File: src/rtl/viterbi_pkg.sv
// Shared definitions for the convolutional encoder and the Viterbi decoder chain.
// Holds the code constants (K, tail length, default generators), the trellis
// state labels and the encoder FSM state type.
package viterbi_pkg;

  localparam int K         = 3;
  localparam int TAIL_BITS = K - 1;

  // Generator taps: bit 2 = u, bit 1 = s1, bit 0 = s0
  localparam logic [2:0] G0_DEF = 3'b111;  // octal 7
  localparam logic [2:0] G1_DEF = 3'b101;  // octal 5

  // Trellis state labels {s1, s0} = {u(n-1), u(n-2)}
  localparam logic [1:0] ST_00 = 2'b00;
  localparam logic [1:0] ST_01 = 2'b01;
  localparam logic [1:0] ST_10 = 2'b10;
  localparam logic [1:0] ST_11 = 2'b11;

  typedef enum logic [2:0] {
    IDLE = 3'd0,
    LOAD = 3'd1,
    ENC  = 3'd2,
    TAIL = 3'd3,
    DONE = 3'd4
  } enc_state_t;

endpackage

File: src/rtl/conv_enc_core.sv
// One trellis step of the rate-1/2, K=3 convolutional code. Purely combinational.
// Also used by the decoder's branch-metric unit to form expected symbols.
// Ports:
//   u       input bit
//   st      current encoder state {s1, s0}
//   sym     code symbol {c0, c1}
//   st_next state after consuming u
module conv_enc_core
  import viterbi_pkg::*;
#(
  parameter logic [2:0] G0 = G0_DEF,
  parameter logic [2:0] G1 = G1_DEF
) (
  input  logic       u,
  input  logic [1:0] st,
  output logic [1:0] sym,
  output logic [1:0] st_next
);

  logic [2:0] taps;

  assign taps    = {u, st};
  assign sym     = {^(taps & G0), ^(taps & G1)};
  assign st_next = {u, st[1]};

endmodule

File: src/rtl/conv_enc_tx.sv
// Transmit-side convolutional encoder. Accepts FRAME_BITS/8 bytes over a
// valid/ready handshake, sends them MSB first as 2-bit code symbols, then adds
// two zero tail bits so the trellis ends in state 00.
// Ports:
//   clk, rst                 clock, async active-high reset
//   start                    begins a frame (IDLE only)
//   din_valid, din, din_ready  byte input handshake
//   sym_valid, sym, sym_ready  symbol output handshake (registered outputs)
//   sym_last                 marks the final tail symbol
//   busy                     high outside IDLE
//   done                     one-cycle pulse after the last symbol is taken
//
// state | meaning
// IDLE  | waiting for start
// LOAD  | din_ready high, waiting for the next byte (symbol bubble)
// ENC   | sending the data symbols of the current byte
// TAIL  | sending the two zero-input termination symbols
// DONE  | one-cycle done pulse, trellis state forced to 00
module conv_enc_tx
  import viterbi_pkg::*;
#(
  parameter int         FRAME_BITS = 8,
  parameter logic [2:0] G0         = G0_DEF,
  parameter logic [2:0] G1         = G1_DEF
) (
  input  logic       clk,
  input  logic       rst,
  input  logic       start,
  input  logic       din_valid,
  input  logic [7:0] din,
  output logic       din_ready,
  output logic       sym_valid,
  output logic [1:0] sym,
  input  logic       sym_ready,
  output logic       sym_last,
  output logic       busy,
  output logic       done
);

  localparam int CW = $clog2(FRAME_BITS + 1);

  enc_state_t state, state_next;

  // The byte MSB is already in flight once loaded, so only the 7 remaining
  // bits need to be held.
  logic [6:0]    shreg;
  logic [1:0]    st;       // trellis state, advances on symbol acceptance
  logic [1:0]    st_look;  // trellis state after the symbol currently presented
  logic [CW-1:0] bit_cnt;
  logic [CW-1:0] bit_cnt_inc;
  logic          tail_cnt;

  logic          din_hs;
  logic          sym_hs;
  logic          byte_end;
  logic          frame_end;

  logic          core_u;
  logic [1:0]    core_st;
  logic [1:0]    core_sym;
  logic [1:0]    core_st_next;

  assign din_hs      = din_valid & din_ready;
  assign sym_hs      = sym_valid & sym_ready;
  assign bit_cnt_inc = bit_cnt + CW'(1);
  assign byte_end    = (bit_cnt[2:0] == 3'd7);
  assign frame_end   = (bit_cnt_inc == CW'(FRAME_BITS));

  // The core always computes the symbol to be presented next: in LOAD that is
  // the incoming MSB from the settled state, otherwise the following bit from
  // the state after the symbol now on the output.
  always_comb begin
    core_u  = 1'b0;
    core_st = st_look;
    if (state == LOAD) begin
      core_u  = din[7];
      core_st = st;
    end else if (state == ENC && !byte_end) begin
      core_u  = shreg[6];
    end
  end

  conv_enc_core #(
    .G0 (G0),
    .G1 (G1)
  ) u_core (
    .u       (core_u),
    .st      (core_st),
    .sym     (core_sym),
    .st_next (core_st_next)
  );

  always_ff @(posedge clk or posedge rst) begin
    if (rst) state <= IDLE;
    else     state <= state_next;
  end

  always_comb begin
    state_next = state;
    case (state)
      IDLE: if (start)  state_next = LOAD;
      LOAD: if (din_hs) state_next = ENC;
      ENC:  if (sym_hs && byte_end) state_next = frame_end ? TAIL : LOAD;
      TAIL: if (sym_hs && tail_cnt) state_next = DONE;
      DONE: state_next = IDLE;
      default: state_next = IDLE;
    endcase
  end

  always_comb begin
    din_ready = (state == LOAD);
    busy      = (state != IDLE);
    done      = (state == DONE);
  end

  always_ff @(posedge clk or posedge rst) begin
    if (rst) begin
      shreg     <= '0;
      st        <= ST_00;
      st_look   <= ST_00;
      bit_cnt   <= '0;
      tail_cnt  <= 1'b0;
      sym       <= 2'b00;
      sym_valid <= 1'b0;
      sym_last  <= 1'b0;
    end else begin
      case (state)
        IDLE: begin
          if (start) begin
            bit_cnt  <= '0;
            tail_cnt <= 1'b0;
          end
        end
        LOAD: begin
          if (din_hs) begin
            shreg     <= din[6:0];
            sym       <= core_sym;
            st_look   <= core_st_next;
            sym_valid <= 1'b1;
            sym_last  <= 1'b0;
          end
        end
        ENC: begin
          if (sym_hs) begin
            shreg   <= {shreg[5:0], 1'b0};
            bit_cnt <= bit_cnt_inc;
            st      <= st_look;
            if (byte_end && !frame_end) begin
              sym_valid <= 1'b0;
            end else begin
              sym     <= core_sym;
              st_look <= core_st_next;
            end
          end
        end
        TAIL: begin
          if (sym_hs) begin
            st <= st_look;
            if (!tail_cnt) begin
              tail_cnt <= 1'b1;
              sym      <= core_sym;
              st_look  <= core_st_next;
              sym_last <= 1'b1;
            end else begin
              sym_valid <= 1'b0;
              sym_last  <= 1'b0;
            end
          end
        end
        DONE: begin
          st      <= ST_00;
          st_look <= ST_00;
        end
        default: ;
      endcase
    end
  end

endmodule

File: config.mk
export PLATFORM = sky130hd
export DESIGN_NAME = conv_enc_tx
export DESIGN_NICKNAME = d
export VERILOG_FILES = /design/src/rtl/viterbi_pkg.sv /design/src/rtl/conv_enc_core.sv /design/src/rtl/conv_enc_tx.sv
export SDC_FILE = /design/constraint.sdc
export NUM_CORES = 1
export LEC_CHECK = 0
export BUFFER_PORTS_ARGS = -buffer_cell sky130_fd_sc_hd__buf_4
export CAP_MARGIN = 20
export CELL_PAD_IN_SITES_DETAIL_PLACEMENT = 1
export CELL_PAD_IN_SITES_GLOBAL_PLACEMENT = 2
export CORE_MARGIN = 5
export CORE_UTILIZATION = 38
export DETAILED_ROUTE_END_ITERATION = 16
export PLACE_DENSITY_LB_ADDON = 0.15
export SLEW_MARGIN = 20
export SYNTH_ARGS = -nofsm -noshare
export SYNTH_HDL_FRONTEND = slang
export SYNTH_HIERARCHICAL = 1
export SYNTH_SLANG_ARGS = --single-unit
File: constraint.sdc
create_clock -name clk -period 3.46 [get_ports clk]
set_input_delay 0.346 -clock clk [delete_from_list [all_inputs] [get_ports clk]]
set_output_delay 0.346 -clock clk [all_outputs]
set_load 0.03 [all_outputs]
* Word level (Yosys, flattened, before mapping) *
Cells that the tools add are included.

cells by class
  bitwise operators = 2
  reduce and logical (&&, ||, !) cells = 27
  equality and inequality tests = 17
  $add $sub $neg = 1
  multiplexer cells = 42

operator list
  kind                                                                      count
  2-bit two-way mux                                                         13
  6-bit AND reduction                                                       3
  7-bit two-way mux                                                         2
  2-bit inequality test (second input constant)                             7
  7-bit case mux with 2 select lines                                        1
  1-bit two-way mux                                                         12
  3-bit two-way mux                                                         4
  3-bit case mux with 4 select lines                                        1
  3-bit AND reduction                                                       4
  2-bit nonzero test                                                        5
  4-bit two-way mux                                                         2
  2-bit by 1-bit inequality test with 1-bit output (second input constant)  4
  2-bit case mux with 4 select lines                                        1
  4-bit case mux with 2 select lines                                        1
  3-bit by 2-bit == test with 1-bit output (second input constant)          2
  3-bit == test (second input constant)                                     2
  2-bit case mux with 3 select lines                                        1
  3-bit nonzero test                                                        2
  3-bit XOR reduction                                                       2
  4-bit by 1-bit adder with 4-bit output (second input constant)            1
  4-bit == test (second input constant)                                     1
  1-bit logical AND                                                         4
  1-bit case mux with 2 select lines                                        2
  2-bit case mux with 2 select lines                                        1
  other kinds (9)                                                           11

word-level totals
  input port bits = 13
  flip-flop bits (word level) = 23

* Logic depth before layout (Yosys ltp) *
Gate-level depths: netlist of the first run.

  depth after elaboration = 9
  mapped depth = 7
  depth with buffers taken out = 6

* Cells and area by module *
Netlist of the first run, hierarchy kept.

by module, submodules not included
  module         sequential area each (um^2)  area an instance (um^2)  instances  cells an instance
  conv_enc_tx    575.6                        1370.1                   1          142
  conv_enc_core  0.0                          47.5                     1          4

* Least setup slack after synthesis of the first run *
Ideal clock, no wire load.

  path type = register to register
  start = register state[2]
  end = register sym[1]
  arrival = 2026 ps
  slack = 1309 ps
  path buffers = 1
  period minus slack after synthesis = 2151 ps
  cell stages (with the launch flop) = 6
  path through = dfrtp_1 buf_4 nor3b_4 mux2_2 xor3_1 mux2_4

RTL lines
  what                                          RTL line                                text
  start, declared                               conv_enc_tx.sv:42                       enc_state_t state, state_next;
  start signal, assigned                        conv_enc_tx.sv:95                       else state <= state_next;
  3-bit by 1-bit == test with 1-bit output (*)  conv_enc_tx.sv:111                      din_ready = (state == LOAD);
  named net din_ready                           conv_enc_tx.sv:31                       output logic din_ready,
  2-bit two-way mux (*)                         conv_enc_tx.sv:75                       if (state == LOAD) begin
  named net core_st[0]                          conv_enc_tx.sv:59                       logic [1:0] core_st;
  3-bit XOR reduction (*)                       conv_enc_core.sv:23                     assign sym = {^(taps & G0), ^(taps & G1)};
  named net core_sym[1]                         conv_enc_tx.sv:60                       logic [1:0] core_sym;
  2-bit two-way mux, on equally long branches   conv_enc_tx.sv:159, conv_enc_tx.sv:148
  2-bit two-way mux, on equally long branches   conv_enc_tx.sv:157, conv_enc_tx.sv:144
  2-bit case mux with 3 select lines (*)        conv_enc_tx.sv:127                      case (state)
  end signal, assigned                          conv_enc_tx.sv:137                      sym <= core_sym;
  end signal, assigned                          conv_enc_tx.sv:151                      sym <= core_sym;
  end signal, assigned                          conv_enc_tx.sv:161                      sym <= core_sym;
  end, declared                                 conv_enc_tx.sv:33                       output logic [1:0] sym,

Mark *: on every way through the listed nets, which the timed path passes. The rest lies on a longest branch. The select of a mux whose other input is x is not followed.
A chain may end at the register's enable or synchronous reset.

* Worst setup path after layout of the first run *
  start = register state[0]
  end = register sym[1]

RTL lines
  what                                          RTL line
  3-bit by 1-bit == test with 1-bit output (*)  conv_enc_tx.sv:75
  2-bit two-way mux (*)                         conv_enc_tx.sv:75
  named net core_st[0]                          conv_enc_tx.sv:59
  3-bit XOR reduction (*)                       conv_enc_core.sv:23
  named net core_sym[1]                         conv_enc_tx.sv:60
  2-bit two-way mux, on equally long branches   conv_enc_tx.sv:159, conv_enc_tx.sv:148
  2-bit two-way mux, on equally long branches   conv_enc_tx.sv:157, conv_enc_tx.sv:144
  2-bit case mux with 3 select lines (*)        conv_enc_tx.sv:127

Marked as above.

==> summary.txt, run 1 <==
Outcome
  – Run status: finished, final reports clean

Floorplanning
  – Placeable core area: 3630 um^2
  – Area enclosed by the die boundary: 5050 um^2
  – Count of standard-cell rows: 22
  – Top Ports: 20
  – Chip Width: 71.1 um
  – Y dimension of the die: 71.1 um
  – Starting Density: 39.0%

Final layout
  – Antenna cells: 0
  – Final Cell Area: 1590 um^2
  – Count of fill cells added during filler insertion: 431
  – Final core area utilization: 43.8%
  – Total number of nets in the final design: 174
  – Storage cell area: 576 um^2
  – Multi-input gate area: 743 um^2
  – Fraction of final layout cells with drive strength greater than 1: 21.0%
  – Growth of design area from synthesis to finish: 12.2%

Route
  – Number of nets with antenna violations after detailed routing: 0
  – Number of DRC markers in iteration 0: 36
  – Final wirelength: 3190 um
  – 1st-pass router iterations: 4
  – Total via count in the routed design: 1112
  – Avg Vias per Cell: 5.42
  – DR DRC count: 0
  – Drt wl/cell: 15.6 um

STA
  – Portion of the clock cycle consumed by the worst path in the final layout: 70.6%
  – Slew Limit Fails: 0
  – Relative slew margins: 39.4%
  – Minimum period implied by the final worst setup slack: 2.44 ns
  – Setup repair after global routing missed its margin: no
  – Slew at the pin closest to its max-slew limit: 0.910 ns
  – Fin Clk Skew: 0.00631 ns
  – Accumulated negative setup slack: 0 ns
  – Final setup violation count: 0
  – Count of final hold-check violations: 0
  – Maximum clock frequency: 0.409 GHz

Global route
  – Maximum number of pins on one net before global-route repair: 24
  – Global-route wire length before repair: 5730 um
  – Initial antenna violation count: 0
  – Via count of the first global-routing pass: 1203
  – Total track usage: 14.0%
  – Final global-route overflow total: 0

Worst setup path
  – Required time of the worst setup path: 3.62 ns
  – Crit path max fanout: 22
  – Slowest-stage cell, CP: dfrtp_1
  – Number of buffer and inverter instances along the worst setup path: 0
  – Type of the setup path with the least slack: reg2reg
  – Termination of the worst setup path: sym[1]
  – Critical-path cell list: nor3b_4 > mux2_2 > xor3_1 > mux2_4
  – Origin of the critical flop-to-flop path: state[0]
  – Critical Path Sink Type: flip-flop
  – Worst R2R Setup Slack: 1.02 ns
  – Critical Path Start Type: flip-flop
  – Destination of the worst register-to-register timing path: sym[1]
  – R2R cell count: 4
  – Max incr delay on CP: 0.81 ns
  – Critical Path Source: state[0]
  – Worst path top cell family by delay: flip-flops
  – Worst endpoint data arrival time: 2.60 ns
  – Critical path depth: 4

CTS
  – Clk Latency, worst-skew pair: 0.27 ns
  – Quantity of hold-fixing buffers added after cts: 0
  – Clock-pin slew on the worst setup and hold paths: 0.10 ns
  – Clock tree root buffer cell: clkbuf_8
  – TritonCTS Buffers: 3
  – TritonCTS clock tree: done
  – TritonCTS sink count: 23
  – Deepest level of the CTS H-tree: 1
  – Post-CTS Setup Repair Bufs: 0
  – Post-CTS Resized: 0
  – Number of buffers between clock root and the deepest sink: 2

Synth
  – Top cell type's share of synthesized area: 40.6%
  – Most used standard cells in the synthesized netlist: dfrtp_1, nand2_1, o21ai_0
  – Post-synth EDFFs: 0
  – Share of flip-flops with an asynchronous set or reset: 100%
  – Number of distinct library cell variants in the gate-level netlist after synthesis: 40
  – Mapped Cells: 146
  – Most used DFF post-synth: dfrtp_1
  – Syn Std Cell Area: 1420 um^2
  – Leading area contributor after synthesis: dfrtp_1
  – Most repeated cell in the gate-level netlist after synthesis: dfrtp_1
  – Synthesized Nets: 162
  – Post-synthesis sequential area ratio: 40.6%
  – Top cells by area, synth: dfrtp_1, o21ai_0, nand2_1, mux2i_1, a211oi_1
  – YS warnings: 6
  – Mean cell area of the mapped netlist: 9.71 um^2
  – Synth Register Bits: 23

Placed design
  – Port bufs: 19
  – Post-DP HPWL: 2330 um
  – Final Wtd Congestion: 0.783
  – Standard cell area after detailed placement: 1540 um^2

Pwr
  – Largest vdd supply drop: 0.283 mV
  – Net switching share of the total power: 44.3%
  – Sw Pwr: 0.609 mW
  – Combinational Power Share: 48.4%
  – Static Leakage: 0.699 nW
  – Cell internal pwr: 0.765 mW
  – Proportion of power drawn by the clock network: 12.9%
  – Sequential group share of total power: 38.7%
  – Power density relative to cell area: 864 nW/um^2

Flow run
  – Count of maximum capacitance violations: 0

Hold path
  – Path class of the lowest-slack min-delay path: in2async
## registers in the layout, summed over array words and instances, names as in the netlist
| register | cells |
|---|---|
| sym | 2 |
| shreg | 7 |
| state | 3 |
| st | 2 |
| bit_cnt | 4 |
| sym_last | 1 |
| st_look | 2 |
| tail_cnt | 1 |
| sym_valid | 1 |
## power groups by stage
| stage | combinational [mW] | sequential [mW] | clock [mW] |
|---|---|---|---|
| 6_report | 0.664 | 0.532 | 0.178 |
| 5_1_grt | 0.750 | 0.553 | 0.199 |
| 3_5_place_dp | 0.676 | 0.535 | 0 |
| 4_1_cts | 0.676 | 0.531 | 0.181 |
| 2_1_floorplan | 0.598 | 0.475 | 0 |
| 3_3_place_gp | 0.654 | 0.530 | 0 |
## area by class of cell
class	count	share of cell area [%]
repair buffers	19	8.97
well taps	48	3.78
multi-input cells	105	46.7
flip-flops and latches	23	36.2
clock inverters	1	0.315
inverters	6	1.42
clock buffers	3	2.60
## cell families after synthesis
group	after synthesis	share of synthesized area [%]
buffers and inverters	18	6.97
xor gates and xnor gates	2	2.29
and+or+nand+nor	45	17.0
AOI/OAI and AO/OA	44	20.9
DFF	23	40.6
muxes	11	9.53
adders and majority gates	3	2.65
## worst min path at each step
stage,to,depth (start not counted)
2_1_floorplan,bit_cnt[0],1
3_3_place_gp,shreg[4],2
3_5_place_dp,shreg[4],2
4_1_cts,sym_valid,2
5_1_grt,sym[1],2
6_report,bit_cnt[3],2
## routing by layer
metal / track usage, % / routed length (um) / up-vias
li1: - / - / 541
met1: 18.9 / 1510 / 555
met2: 23.4 / 1610 / 14
met3: 2.13 / 45 / 2
met4: 3.76 / 19 / 0
met5: 0 / 0 / -
## worst reg2reg max path, cell delays in order (launching register included)
cell	delay, ns
dfrtp_1	0.81
nor3b_4	0.47
mux2_2	0.42
xor3_1	0.35
mux2_4	0.27
## placed cells by master (no fill, tap or decap), types with 2 or more instances in the layout
cell / count
buf_4: 19
a31oi_1: 2
o2bb2ai_1: 2
nand2_1: 20
a211oi_1: 5
nor3_1: 3
nor3b_4: 2
o21ai_0: 20
inv_1: 6
clkbuf_8: 3
a21oi_1: 5
nand3_1: 2
dfrtp_1: 23
mux2i_1: 6
nor2b_1: 3
mux2_2: 2
mux2_4: 2
ha_1: 3
a2111oi_0: 2
nand2b_1: 2
nor2_1: 6
and3_1: 2
## per-stage QoR
stage	power [mW]	hold slack (ns)	setup slack, ns	cells
3_3_place_gp	1.18	0.461	1.11	201
5_1_grt	1.50	0.353	0.840	205
4_1_cts	1.39	0.304	1.01	205
2_1_floorplan	1.07	0.348	1.31	146
6_report	1.37	0.261	1.02	205
3_5_place_dp	1.21	0.470	1.02	201
Power figures use the tool's default switching activity.
==> run 2: changes to the inputs <==
--- a/config.mk
+++ b/config.mk
@@ -5,12 +5,13 @@
 export SDC_FILE = /design/constraint.sdc
 export NUM_CORES = 1
 export LEC_CHECK = 0
+export ABC_AREA = 1
 export BUFFER_PORTS_ARGS = -buffer_cell sky130_fd_sc_hd__buf_4
 export CAP_MARGIN = 20
 export CELL_PAD_IN_SITES_DETAIL_PLACEMENT = 1
 export CELL_PAD_IN_SITES_GLOBAL_PLACEMENT = 2
 export CORE_MARGIN = 5
-export CORE_UTILIZATION = 38
+export CORE_UTILIZATION = 29
 export DETAILED_ROUTE_END_ITERATION = 16
 export PLACE_DENSITY_LB_ADDON = 0.15
 export SLEW_MARGIN = 20
==> constraint.sdc (replaced) <==
create_clock -name clk -period 2.1 [get_ports clk]
set_input_delay 0.21 -clock clk [delete_from_list [all_inputs] [get_ports clk]]
set_output_delay 0.21 -clock clk [all_outputs]
set_load 0.03 [all_outputs]
==> run 2 against run 1 <==
  * Die area increased by 25%
  * Count of clock-buffer cells in the layout increased by 1
  * Wire length increased by 11%
  * Sequential power decreased by 17%
  * Final cell count increased by 29%
  * Synthesized area decreased by 1.1%
  * Largest power group is now registers
==> summary.txt, run 2 <==
STA
  – Minimum period implied by the final worst setup slack: 1.80 ns
  – Accumulated negative setup slack: 0 ns
  – Final setup violation count: 0
  – Setup repair after global routing missed its margin: no
  – Maximum clock frequency: 0.556 GHz
  – Fin Clk Skew: 0.00552 ns
  – Slew Limit Fails: 0
  – Relative slew margins: 74.8%
  – Count of final hold-check violations: 0
  – Portion of the clock cycle consumed by the worst path in the final layout: 85.7%
  – Slew at the pin closest to its max-slew limit: 0.377 ns

CTS
  – Clock tree root buffer cell: clkbuf_8
  – TritonCTS clock tree: done
  – Number of buffers between clock root and the deepest sink: 2
  – Post-CTS Setup Repair Bufs: 0
  – Clk Latency, worst-skew pair: 0.27 ns
  – Clock-pin slew on the worst setup and hold paths: 0.09 ns
  – TritonCTS Buffers: 3
  – Deepest level of the CTS H-tree: 1
  – TritonCTS sink count: 23

Pwr
  – Power density relative to cell area: 464 nW/um^2
  – Largest vdd supply drop: 0.287 mV
  – Static Leakage: 0.847 nW
  – Total power of the final layout: 0.758 mW

Worst setup path
  – Number of buffer and inverter instances along the worst setup path: 2
  – Max incr delay on CP: 0.45 ns
  – Critical Path Sink Type: flip-flop
  – Critical path's most frequent cell: nand2_1
  – Worst endpoint data arrival time: 2.01 ns
  – Required time of the worst setup path: 2.31 ns
  – Crit path max fanout: 6
  – Worst path top cell family by delay: simple AND/OR/NAND/NOR gates
  – Slowest-stage cell, CP: dfrtp_1
  – Critical Path Source: bit_cnt[0]
  – Critical Path Start Type: flip-flop
  – Origin of the critical flop-to-flop path: bit_cnt[0]
  – Worst R2R Setup Slack: 0.30 ns
  – Type of the setup path with the least slack: reg2reg
  – Critical-path cell list: ha_1 > ha_1 > inv_1 > nand2_1 > o21ai_1 > inv_1 > nand2_1 > nand3_1 > nand2_1 > nand4_1 > nand2_1

Global route
  – Total track usage: 12.3%
  – Global-route wire length before repair: 6200 um
  – Final global-route overflow total: 0
  – Initial antenna violation count: 0
  – Maximum number of pins on one net before global-route repair: 24
  – Via count of the first global-routing pass: 1344

Synth
  – Mean cell area of the mapped netlist: 7.41 um^2
  – Post-synth EDFFs: 0
  – Most repeated cell in the gate-level netlist after synthesis: nand2_1
  – Most used standard cells in the synthesized netlist: nand2_1, inv_1, dfrtp_1, nand3_1, nor2_1
  – Share of flip-flops with an asynchronous set or reset: 100%
  – Mapped Cells: 189
  – Number of distinct library cell variants in the gate-level netlist after synthesis: 23
  – Leading area contributor after synthesis: dfrtp_1
  – YS warnings: 6
  – Synth Register Bits: 23
  – Top cells by area, synth: dfrtp_1, nand2_1, inv_1, nand3_1, nor2_1
  – Most used DFF post-synth: dfrtp_1
  – Top cell type's share of synthesized area: 41.1%
  – Post-synthesis sequential area ratio: 41.1%
  – Synthesized Nets: 205
  – Syn Std Cell Area: 1400 um^2

Route
  – Drt wl/cell: 13.4 um
  – Number of nets with antenna violations after detailed routing: 0
  – Final wirelength: 3550 um
  – Avg Vias per Cell: 4.73
  – DR DRC count: 0
  – Number of DRC markers in iteration 0: 26
  – 1st-pass router iterations: 4
  – Total via count in the routed design: 1250

Final layout
  – Flip-flop count of the largest register, all copies and words added: 7
  – Largest registers in the final layout: shreg (7), bit_cnt (4), state (3)
  – Count of fill cells added during filler insertion: 602
  – Total number of nets in the final design: 227
  – Fraction of final layout cells with drive strength greater than 1: 17.1%
  – Growth of design area from synthesis to finish: 16.5%
  – Most common cell after layout, fill and taps aside: nand2_1
  – Most flops, register: shreg
  – Antenna cells: 0
  – Final Cell Area: 1630 um^2
  – Most used cells in the layout excluding fill and tap cells: nand2_1, inv_1, dfrtp_1, nand3_1, buf_4

Placed design
  – Port bufs: 19
  – Standard cell area after detailed placement: 1580 um^2
  – Post-DP HPWL: 2790 um
  – Final Wtd Congestion: 0.776

Floorplanning
  – Count of standard-cell rows: 25
  – Starting Density: 29.9%
  – Chip Width: 79.5 um
  – Area enclosed by the die boundary: 6320 um^2
  – Y dimension of the die: 79.5 um
  – Placeable core area: 4690 um^2
  – Top Ports: 20

Outcome
  – Run status: finished, final reports clean

Hold path
  – Path class of the lowest-slack min-delay path: in2reg
  – Launch instance of the worst min-delay path: start

Flow run
  – Count of maximum capacitance violations: 0
==> run 2: timing repair <==
item / in CTS / in global routing
hold endpoints to repair: 12 / 0
gates resized for setup: 0 / 1
endpoints found under the setup margin: 0 / 1
hold buffers: 1 / 0
==> run 2: cells by family (layout without fill, tap and decap cells) <==
kind of cell	after synthesis	in the layout	share of synthesized area, %
simple gates	102	102	33.2
buf+inv	36	57	11.8
compound gates	25	25	11.2
flops	23	23	41.1
fa+ha+maj	3	3	2.68
==> run 2: worst paths after layout <==
path	depth (start not counted)	endpoint
hold / removal	2	tail_cnt
max in group asynchronous	4	state[0]
hold reg to reg	2	sym[0]
setup / recovery	11	sym[1]
min in group asynchronous	4	sym[0]
setup reg to reg	11	sym[1]
==> run 2: area by class of cell <==
cell class	count	area, um^2	area share, %
multi-input cells	130	661	40.5
flip-flops and latches	23	576	35.2
repair buffers	22	168	10.3
inverters	31	116	7.13
well taps	54	67.6	4.14
clock buffers	4	45.0	2.76
==> run 2: per-layer routing <==
layer / track usage (%) / wire, um
met5: 0 / 0
met4: 2.06 / 15
met3: 3.05 / 113
met2: 21.2 / 1710
met1: 15.7 / 1710
==> run 2: worst register-to-register path: stages, from the launching register on <==
cell and delay [ns]:
dfrtp_1 0.45, ha_1 0.23, ha_1 0.18, inv_1 0.09
nand2_1 0.08, o21ai_1 0.24, inv_1 0.09, nand2_1 0.09
nand3_1 0.07, nand2_1 0.07, nand4_1 0.09, nand2_1 0.08
==> run 2: report_power, final <==
group	leakage [nW]	internal [mW]	switching, mW
Sequential	0.264	0.442	0
Combinational	0.560	0.0168	0.0149
Clock	0.0228	0.136	0.148
Total	0.847	0.595	0.163
==> run 2: per-stage QoR <==
step           cells  hold WS (ns)  setup slack, ns  util, %
5_1_grt          264         0.148           0.0858     34.8
2_1_floorplan    189         0.212            0.389        -
3_5_place_dp     259         0.291            0.205     33.6
3_3_place_gp     259         0.284            0.295     33.6
6_report         264         0.166            0.300     34.8
4_1_cts          264         0.153            0.179     34.8
